[src/rtl/sys_reset_sequencer.sv]
// Staged reset release for the system-manager subsystem: waits for init and stable
// PLL lock, releases core then DMA port resets, then serves per-port soft resets.
module sys_reset_sequencer #(
  parameter int unsigned LOCK_STABLE_CYCLES = 1024,
  parameter int unsigned STAGGER_CYCLES     = 16,
  parameter int unsigned PORT_RST_CYCLES    = 32,
  parameter int unsigned CNT_W              = 16
) (
  input  logic       clk_clk,
  input  logic       reset_reset_n,
  input  logic       ninit_done,
  input  logic       pll_locked,
  input  logic [1:0] sw_port_rst_req,
  output logic [1:0] sw_port_rst_ack,
  output logic       core_reset_n,
  output logic       dma_port0_reset_n,
  output logic       dma_port1_reset_n,
  output logic       ready,
  output logic [2:0] seq_state,
  output logic [7:0] lock_loss_cnt
);

  localparam int unsigned LOSS_W = 8;
  localparam logic [CNT_W-1:0]  LOCK_LAST = CNT_W'(LOCK_STABLE_CYCLES - 1);
  localparam logic [CNT_W-1:0]  STAG_LAST = CNT_W'(STAGGER_CYCLES - 1);
  localparam logic [CNT_W-1:0]  PORT_LAST = CNT_W'(PORT_RST_CYCLES - 1);
  localparam logic [LOSS_W-1:0] LOSS_MAX  = '1;

  typedef enum logic [2:0] {
    WAIT_INIT = 3'd0,
    WAIT_LOCK = 3'd1,
    REL_CORE  = 3'd2,
    REL_P0    = 3'd3,
    REL_P1    = 3'd4,
    RUN       = 3'd5,
    PORT_RST  = 3'd6
  } state_t;

  logic ninit_meta, ninit_s, lock_meta, lock_s;

  state_t             state_q, state_d;
  logic [CNT_W-1:0]   cnt_q, cnt_d;
  logic [1:0]         pending_q, pending_d;
  logic               cur_q, cur_d;
  logic               core_q, core_d, p0_q, p0_d, p1_q, p1_d;
  logic               ready_q, ready_d;
  logic [1:0]         ack_q, ack_d;
  logic [LOSS_W-1:0]  loss_q, loss_d;
  logic               lock_lost;

  // Two-flop synchronisers; ninit resets to "still initialising"
  always_ff @(posedge clk_clk or negedge reset_reset_n) begin
    if (!reset_reset_n) begin
      ninit_meta <= 1'b1;
      ninit_s    <= 1'b1;
      lock_meta  <= 1'b0;
      lock_s     <= 1'b0;
    end else begin
      ninit_meta <= ninit_done;
      ninit_s    <= ninit_meta;
      lock_meta  <= pll_locked;
      lock_s     <= lock_meta;
    end
  end

  always_ff @(posedge clk_clk or negedge reset_reset_n) begin
    if (!reset_reset_n) begin
      state_q   <= WAIT_INIT;
      cnt_q     <= '0;
      pending_q <= '0;
      cur_q     <= 1'b0;
      core_q    <= 1'b0;
      p0_q      <= 1'b0;
      p1_q      <= 1'b0;
      ready_q   <= 1'b0;
      ack_q     <= '0;
      loss_q    <= '0;
    end else begin
      state_q   <= state_d;
      cnt_q     <= cnt_d;
      pending_q <= pending_d;
      cur_q     <= cur_d;
      core_q    <= core_d;
      p0_q      <= p0_d;
      p1_q      <= p1_d;
      ready_q   <= ready_d;
      ack_q     <= ack_d;
      loss_q    <= loss_d;
    end
  end

  assign lock_lost = !lock_s && (state_q inside {REL_CORE, REL_P0, REL_P1, RUN, PORT_RST});

  always_comb begin
    state_d   = state_q;
    cnt_d     = cnt_q;
    pending_d = pending_q | sw_port_rst_req;
    cur_d     = cur_q;
    core_d    = core_q;
    p0_d      = p0_q;
    p1_d      = p1_q;
    ready_d   = ready_q;
    ack_d     = '0;
    loss_d    = loss_q;

    // Lock loss overrides everything: flush outstanding work and restart
    if (lock_lost) begin
      state_d   = WAIT_LOCK;
      cnt_d     = '0;
      core_d    = 1'b0;
      p0_d      = 1'b0;
      p1_d      = 1'b0;
      ready_d   = 1'b0;
      ack_d     = pending_q | ((state_q == PORT_RST) ? {cur_q, !cur_q} : 2'b00);
      pending_d = sw_port_rst_req;
      if (loss_q != LOSS_MAX) loss_d = loss_q + LOSS_W'(1);
    end else begin
      case (state_q)
        WAIT_INIT: if (!ninit_s) state_d = WAIT_LOCK;
        WAIT_LOCK: begin
          if (!lock_s) begin
            cnt_d = '0;
          end else if (cnt_q == LOCK_LAST) begin
            state_d = REL_CORE;
            cnt_d   = '0;
            core_d  = 1'b1;
          end else begin
            cnt_d = cnt_q + CNT_W'(1);
          end
        end
        REL_CORE, REL_P0, REL_P1: begin
          if (cnt_q == STAG_LAST) begin
            cnt_d = '0;
            if (state_q == REL_CORE) begin
              p0_d    = 1'b1;
              state_d = REL_P0;
            end else if (state_q == REL_P0) begin
              p1_d    = 1'b1;
              state_d = REL_P1;
            end else begin
              ready_d = 1'b1;
              state_d = RUN;
            end
          end else begin
            cnt_d = cnt_q + CNT_W'(1);
          end
        end
        RUN: begin
          cnt_d = '0;
          if (pending_q[0]) begin
            cur_d        = 1'b0;
            pending_d[0] = sw_port_rst_req[0];
            p0_d         = 1'b0;
            state_d      = PORT_RST;
          end else if (pending_q[1]) begin
            cur_d        = 1'b1;
            pending_d[1] = sw_port_rst_req[1];
            p1_d         = 1'b0;
            state_d      = PORT_RST;
          end
        end
        PORT_RST: begin
          if (cnt_q == PORT_LAST) begin
            cnt_d   = '0;
            state_d = RUN;
            if (cur_q) begin
              p1_d  = 1'b1;
              ack_d = 2'b10;
            end else begin
              p0_d  = 1'b1;
              ack_d = 2'b01;
            end
          end else begin
            cnt_d = cnt_q + CNT_W'(1);
          end
        end
        default: state_d = WAIT_INIT;
      endcase
    end
  end

  assign sw_port_rst_ack   = ack_q;
  assign core_reset_n      = core_q;
  assign dma_port0_reset_n = p0_q;
  assign dma_port1_reset_n = p1_q;
  assign ready             = ready_q;
  assign seq_state         = state_q;
  assign lock_loss_cnt     = loss_q;

endmodule
[config.mk]
export PLATFORM = sky130hd
export DESIGN_NAME = sys_reset_sequencer
export DESIGN_NICKNAME = d
export VERILOG_FILES = /design/src/rtl/sys_reset_sequencer.sv
export SDC_FILE = /design/constraint.sdc
export NUM_CORES = 1
export LEC_CHECK = 0
export CAP_MARGIN = 10
export CORE_MARGIN = 1.5
export CORE_UTILIZATION = 51
export CTS_BUF_LIST = sky130_fd_sc_hd__clkbuf_4 sky130_fd_sc_hd__clkbuf_8
export CTS_CLUSTER_SIZE = 28
export DETAILED_ROUTE_END_ITERATION = 7
export PLACE_DENSITY = 0.8
export SLEW_MARGIN = 20
export SYNTH_ARGS = -nofsm -noshare
export SYNTH_HDL_FRONTEND = slang
export SYNTH_SLANG_ARGS = --single-unit
[constraint.sdc]
create_clock -name clk_clk -period 2.8 [get_ports clk_clk]
set_clock_uncertainty 0.1 [all_clocks]
set_input_delay 0.42 -clock clk_clk [delete_from_list [all_inputs] [get_ports clk_clk]]
set_output_delay 0.42 -clock clk_clk [all_outputs]
set_load 0.02 [all_outputs]
==> summary.md, run 1 <==
| Metric | Value |
|---|---|
| Drt via density | 5.93 |
| RD Place Congestion | 0.881 |
| CTS tree | yes |
| Grt ovf | 0 |
| Outcome | finished clean |
| WL met3 | 209 um |
| Met2 Routed Length | 2300 um |
| Multiplexer area fraction after synthesis | 1.50% |
| Port Buffers | 22 |
| Top cells by count, synth | 38 x dfrtp_1, 36 x nand2_1, 18 x o21ai_0 |
| Worst Setup Path Type | reg -> reg |
| Most common cell in the netlist | dfrtp_1 |
| Unrepaired setup endpoints after global routing | no |
| Max-cap violations | 0 |
| Tightest Pin Transition | 0.864 ns |
| Core area | 4120 um2 |
| Leak | 1.09 nW |
| Num rows | 23 |
| Filler instances | 343 |
| Fmax | 0.422 GHz |
| Period utilization | 84.6% |
| Power Density | 431 nW/um2 |
| Crit path DAT | 2.46 ns |
| CTS H-tree depth | 2 |
| GRT Total Usage | 21.5% |
| CP max FO | 6 |
| XOR/XNOR Fraction of Synth Area | 2.73% |
| # IOs | 23 |
| Post-Synth Adder-Cell Area | 1.11% |
| WL final | 4960 um |
| Total inserted antenna cells | 0 |
| CTS hold repair buffers | 0 |
| Critical Path RT | 2.90 ns |
| Yosys top cell area share | 42.3% |
| Die height | 69.4 um |
| Critical path launch point type | flip-flop |
| Post-Synthesis Cell Area | 2250 um2 |
| Library cells used by synthesis | 48 |
| Vias in the first global route | 1798 |
| Most used DFF post-synth | dfrtp_1 |
| Final slew viol count | 0 |
| Clock Tree Root | clkbuf_8 |
| Top cells by area, synth | dfrtp_1 42%, nand2_1 6.0%, o21ai_0 4.0% |
| CTS Buf Count | 5 |
| Clock Latency Late Sink | 0.30 ns |
| Syn Inst Count | 254 |
| Setup crit end kind | flip-flop |
| Number of synthesized flops with an enable pin | 0 |
| Wirelength per Cell | 15.3 um |
| Post-Route M1 WL | 2400 um |
| #FFs+latches synth | 40 |
| Synth Area in Simple Gates | 28.9% |
| Starting Density | 54.6% |
| Footprint of the multi-input gates | 1130 um2 |
| Syn Nets | 262 |
| DIE AREA | 4810 um2 |
| Die Wd | 69.4 um |
| First-pass GRT wire length | 8450 um |
| WHS | 0.120 ns |
| FF+latch area | 1000 um2 |
| Async set-or-reset flop fraction in the synthesized netlist | 100% |
| Clock Pin Slew Worst Setup and Hold Paths | 0.09 ns |
| Detailed placer's ending HPWL | 3340 um |
| PostCTS Resize Cnt | 0 |
| Leading area contributor after synthesis | dfrtp_1 |
| Pwr Total | 1.14 mW |
| Tmin final | 2.37 ns |
| Largest net degree at the start of global routing | 41 |
| Register area share after synthesis | 44.7% |
| Number of DRC markers in iteration 0 | 228 |
| Vias | 1928 |
| Relative slew slack | 42.4% |
| Final setup fails | 0 |
| Setup TNS | 0 ns |
| Share of cells above drive strength 1 | 11.6% |
| Initial antenna violation count | 0 |
| Synth Area in Compound Gates | 16.2% |
| Worst-case clock buffer depth | 2 |
| Area grow syn2layout | 17.3% |
| Yosys warns | 0 |
| Largest family of logic cells by synthesized area | simple AND/OR/NAND/NOR gates |
| Max VDD drop | 0.000314 V |
| Post-CTS setup buffer count | 0 |
| Syn_area_per_cell | 8.84 um2 |
| Total iterations of the first detailed-routing run | 4 |
| Final hold vios | 0 |
| Highest metal used | met4 |
| Antenna viol nets, final | 0 |
| Final core occ | 64.0% |
| Worst min path class | in -> async |
| Layout Nets | 282 |
| Drt drc | 0 |
| Clk sink count | 40 |
sequential cells by signal (all words and copies together), names as in the netlist:
signal and flops:
cnt_q 16, dma_port1_reset_n 1, seq_state 3, ready 1, lock_meta 1, ninit_meta 1
lock_loss_cnt 8, pending_q 2, ninit_s 1, sw_port_rst_ack 2, cur_q 1, core_reset_n 1
dma_port0_reset_n 1, lock_s 1
worst max-delay path, stage by stage, from the launching register on:
cell      delay [ns]
dfrtp_1         0.44
or4_4           0.56
nand4b_4        0.23
o31ai_4         0.21
nor3_2          0.11
nor4_2          0.28
mux2_1          0.34
final cells by class:
class	instances	area share, %
multi-input cells	189	43.0
repair buffers	29	10.6
well taps	50	2.37
clock inverters	2	1.47
inverters	9	1.28
flip-flops and latches	40	38.1
clock buffers	6	3.13
where the power goes:
group / total [mW] / internal [mW] / switching (mW)
logic: 0.0412 / 0.0145 / 0.0267
registers: 0.590 / 0.585 / 0.00510
clock network: 0.505 / 0.292 / 0.213
total: 1.14 / 0.891 / 0.245
per-layer routing:
layer / track usage, % / vias to the layer above
met5: 0 / -
met4: 5.88 / 0
li1: - / 950
met2: 33.7 / 43
met3: 4.80 / 6
met1: 30.2 / 929
per-stage QoR:
step	instance area [um2]	instances	setup WS (ns)
2_1_floorplan	2250	254	0.534
3_3_place_gp	2510	317	0.474
3_5_place_dp	2510	317	0.431
6_report	2640	325	0.432
5_1_grt	2640	325	0.300
4_1_cts	2640	325	0.437
layout by cell type (no fill, tap or decap), drive strengths merged, types with 6 or more instances in the layout:
master and instances:
clkbuf 6, buf 8, nand2 36, o21ai 18, nand4 8, clkdlybuf4s50 21, or4 6, nor4 6
inv 9, nand3 17, dfrtp 38, a21oi 11, nor3 6, nor2 15
cell families after synthesis:
logic type / after synthesis
compound gates: 56
flops: 40
simple gates: 121
mux: 3
buf+inv: 25
fa+ha+maj: 2
xor+xnor: 7
worst paths after layout:
| check | slack (ns) | startpoint | cells past startpoint | end |
|---|---|---|---|---|
| worst max-delay path | 0.43 | cnt_q[10] | 6 | dma_port1_reset_n |
| worst min-delay path | 0.12 | reset_reset_n | 1 | lock_loss_cnt[2] |
| worst max register to register | 0.43 | cnt_q[10] | 6 | dma_port1_reset_n |
| worst min register to register | 0.25 | lock_meta | 0 | lock_s |
| max in group asynchronous | 1.93 | reset_reset_n | 1 | cnt_q[3] |
| min in group clk_clk | 0.25 | lock_meta | 0 | lock_s |
(Power assumes the default switching activity.)
==> run 2, diff against run 1 <==
--- a/config.mk
+++ b/config.mk
@@ -11,7 +11,7 @@
 export CTS_BUF_LIST = sky130_fd_sc_hd__clkbuf_4 sky130_fd_sc_hd__clkbuf_8
 export CTS_CLUSTER_SIZE = 28
 export DETAILED_ROUTE_END_ITERATION = 7
-export PLACE_DENSITY = 0.8
+export PLACE_DENSITY = 0.83
 export SLEW_MARGIN = 20
 export SYNTH_ARGS = -nofsm -noshare
 export SYNTH_HDL_FRONTEND = slang
==> constraint.sdc (replaced) <==
create_clock -name clk_clk -period 1.9 [get_ports clk_clk]
set_clock_uncertainty 0.1 [all_clocks]
set_input_delay 0.285 -clock clk_clk [delete_from_list [all_inputs] [get_ports clk_clk]]
set_output_delay 0.285 -clock clk_clk [all_outputs]
set_load 0.02 [all_outputs]
==> run 2 against run 1 <==
Net effect: the flow now finishes with violations (setup timing); sequential share of layout area fell by 10 points; power up 63%; wire length up 76%; highest routed layer unchanged; largest cell class unchanged.
==> summary.md, run 2 (synthesis results as in run 1) <==
| Metric | Value |
|---|---|
| Outcome | finished, violations left (was finished clean) |
| FF+latch area | 1010 um2 (was 1000 um2) |
| Drt via density | 6.67 (was 5.93) |
| Max-cap violations | 0 (unchanged) |
| Detailed placer's ending HPWL | 4150 um (was 3340 um) |
| Worst min path class | reg -> reg (was in -> async) |
| Num rows | 23 (unchanged) |
| Final slew viol count | 0 (unchanged) |
| Final setup fails | 30 (was 0) |
| Final WS setup | -0.350 ns (was 0.432 ns) |
| Grt ovf | 0 (unchanged) |
| Drt drc | 0 (unchanged) |
| Core area | 4120 um2 (unchanged) |
| Largest net degree at the start of global routing | 24 (was 41) |
| Filler instances | 172 (was 343) |
| Share of cells above drive strength 1 | 45.1% (was 11.6%) |
| Setup TNS | -5.13 ns (was 0 ns) |
| Critical path launch point type | flip-flop (unchanged) |
| WHS Path Cells | 0 |
| Reg2Reg Depth | 7 (was 6) |
| Most frequent cells in the layout | 63 x buf_4, 35 x nand2_1, 35 x dfrtp_1 (was 38 x dfrtp_1, 36 x nand2_1, 21 x clkdlybuf4s50_1) |
| GRT Total Usage | 30.1% (was 21.5%) |
| Antenna viol nets, final | 0 (unchanged) |
| WHS Endpoint | lock_s |
| Period utilization | 118% (was 84.6%) |
| CTS Buf Count | 5 (unchanged) |
| Number of cells after detailed placement | 373 (was 317) |
| Placed cell areas | 2980 um2 (was 2510 um2) |
| Internal reg-to-reg setup slack | -0.35 ns (was 0.43 ns) |
| Die Wd | 69.4 um (unchanged) |
| Starting Density | 54.6% (unchanged) |
| Worst-case clock buffer depth | 2 (unchanged) |
| Commonest non-fill, non-tap cell in the layout | buf_4 (was dfrtp_1) |
| CTS H-tree depth | 2 (unchanged) |
| RD Place Congestion | 0.849 (was 0.881) |
| Clock Tree Root | clkbuf_8 (unchanged) |
| Wirelength per Cell | 22.0 um (was 15.3 um) |
| Max reg flops | 16 (unchanged) |
| Unrepaired setup endpoints after global routing | yes (was no) |
| Setup crit end kind | flip-flop (unchanged) |
| First-pass GRT wire length | 11500 um (was 8450 um) |
| Critical Path RT | 2.04 ns (was 2.90 ns) |
| Tightest Pin Transition | 0.442 ns (was 0.864 ns) |
| CTS tree | yes (unchanged) |
| Number of DRC markers in iteration 0 | 400 (was 228) |
| Tmin final | 2.25 ns (was 2.37 ns) |
| Vias | 2654 (was 1928) |
| Worst reg2reg path endpoint | cnt_q[11] (was dma_port1_reset_n) |
| Port Buffers | 22 (unchanged) |
| Area grow syn2layout | 60.6% (was 17.3%) |
| Clock Latency Late Sink | 0.31 ns (was 0.30 ns) |
| Power Density | 514 nW/um2 (was 431 nW/um2) |
| Post-route cell area | 3610 um2 (was 2640 um2) |
| CP max FO | 4 (was 6) |
| Total inserted antenna cells | 0 (unchanged) |
| DIE AREA | 4810 um2 (unchanged) |
| Fmax | 0.444 GHz (was 0.422 GHz) |
| # IOs | 23 (unchanged) |
| Most flops, register | cnt_q (unchanged) |
| Vias in the first global route | 2376 (was 1798) |
| WL final | 8760 um (was 4960 um) |
| Place WS | -0.306 ns (was 0.431 ns) |
| Max VDD drop | 0.000534 V (was 0.000314 V) |
| Worst Setup Path Type | reg -> reg (unchanged) |
| WHS | 0.265 ns (was 0.120 ns) |
| Die height | 69.4 um (unchanged) |
| Final hold vios | 0 (unchanged) |
| Failing checks | setup timing |
| Total iterations of the first detailed-routing run | 8 (was 4) |
| HP Start | lock_meta |
| Relative slew slack | 70.5% (was 42.4%) |
| Initial antenna violation count | 0 (unchanged) |
| Final cell count without fillers | 398 (was 325) |
| Clk sink count | 40 (unchanged) |
| Crit path DAT | 2.39 ns (was 2.46 ns) |
| Layout Nets | 355 (was 282) |
| Start of the worst register-to-register path | cnt_q[5] (was cnt_q[10]) |
| Leak | 1.56 nW (was 1.09 nW) |
| Clock Pin Slew Worst Setup and Hold Paths | 0.08 ns (was 0.09 ns) |
| Footprint of the multi-input gates | 1470 um2 (was 1130 um2) |
-- run 2: changes by cell type in the layout (fill, tap and decap cells not counted), moves of 4 or more --
cell,before,now
buf_4,6,63
buf_6,0,14
o21ai_0,17,7
o21ai_1,1,7
a21oi_1,11,6
nand3_1,17,12
nor2_1,15,10
a21oi_2,0,4
nand3_2,0,4
nor4_1,5,1
-- run 2: worst max path at each step --
stage / from / to / slack [ns] / cells past startpoint
3_3_place_gp: cnt_q[10] / seq_state[0] / -0.21 / 5
5_1_grt: cnt_q[5] / cnt_q[11] / -0.43 / 7
6_report: cnt_q[5] / cnt_q[11] / -0.35 / 7
4_1_cts: cnt_q[10] / seq_state[0] / -0.26 / 6
3_5_place_dp: cnt_q[0] / cnt_q[3] / -0.31 / 8
2_1_floorplan: cnt_q[10] / dma_port1_reset_n / -0.23 / 6
-- run 2: worst max-delay path, cell delays in order, from the launching register on --
cell	delay [ns]
dfrtp_1	0.46
buf_6	0.14
nand4_1	0.24
nor2_4	0.20
nand4_1	0.17
or2_2	0.36
or4_1	0.41
nand3_1	0.10
-- run 2: stage by stage --
stage	total power [mW]	util, %
floorplan	0.913	-
global placement	0.972	72.4
detailed placement	0.976	72.4
CTS	1.82	81.2
global route	1.90	87.7
finish	1.85	87.7
-- run 2: timing repair --
action / 4_1_cts / 5_1_grt
endpoints found under the hold margin: 17 / 0
resized for setup: 36 / 56
hold buffers: 1 / 0
pin swaps: 4 / 16
setup buffers: 10 / 8
setup endpoints to repair: 28 / 33
cloned: 0 / 1
-- run 2: cell type report --
cell class | count | share of cell area (%)
multi-input combinational | 189 | 40.7
sequential | 40 | 27.9
clock inverter | 2 | 1.66
timing repair buffer | 102 | 25.0
inverter | 9 | 0.937
tap | 50 | 1.73
clock buffer | 6 | 2.12
-- run 2: per-layer routing --
| layer | vias to the layer above | global-route usage, % | part of all wire (%) | wire (um) |
|---|---|---|---|---|
| li1 | 1102 | - | - | - |
| met1 | 1276 | 38.3 | 37 | 3200 |
| met2 | 227 | 46.8 | 49 | 4300 |
| met3 | 49 | 7.85 | 9.8 | 862 |
| met4 | 0 | 15.9 | 4.6 | 401 |
| met5 | - | 0 | 0 | 0 |
-- run 2: power by group --
part | switching, mW | internal [mW] | leakage (nW) | total, mW
Combinational | 0.0671 | 0.0573 | 0.968 | 0.124
Sequential | 0.00732 | 0.862 | 0.526 | 0.869
Clock | 0.321 | 0.540 | 0.0688 | 0.861
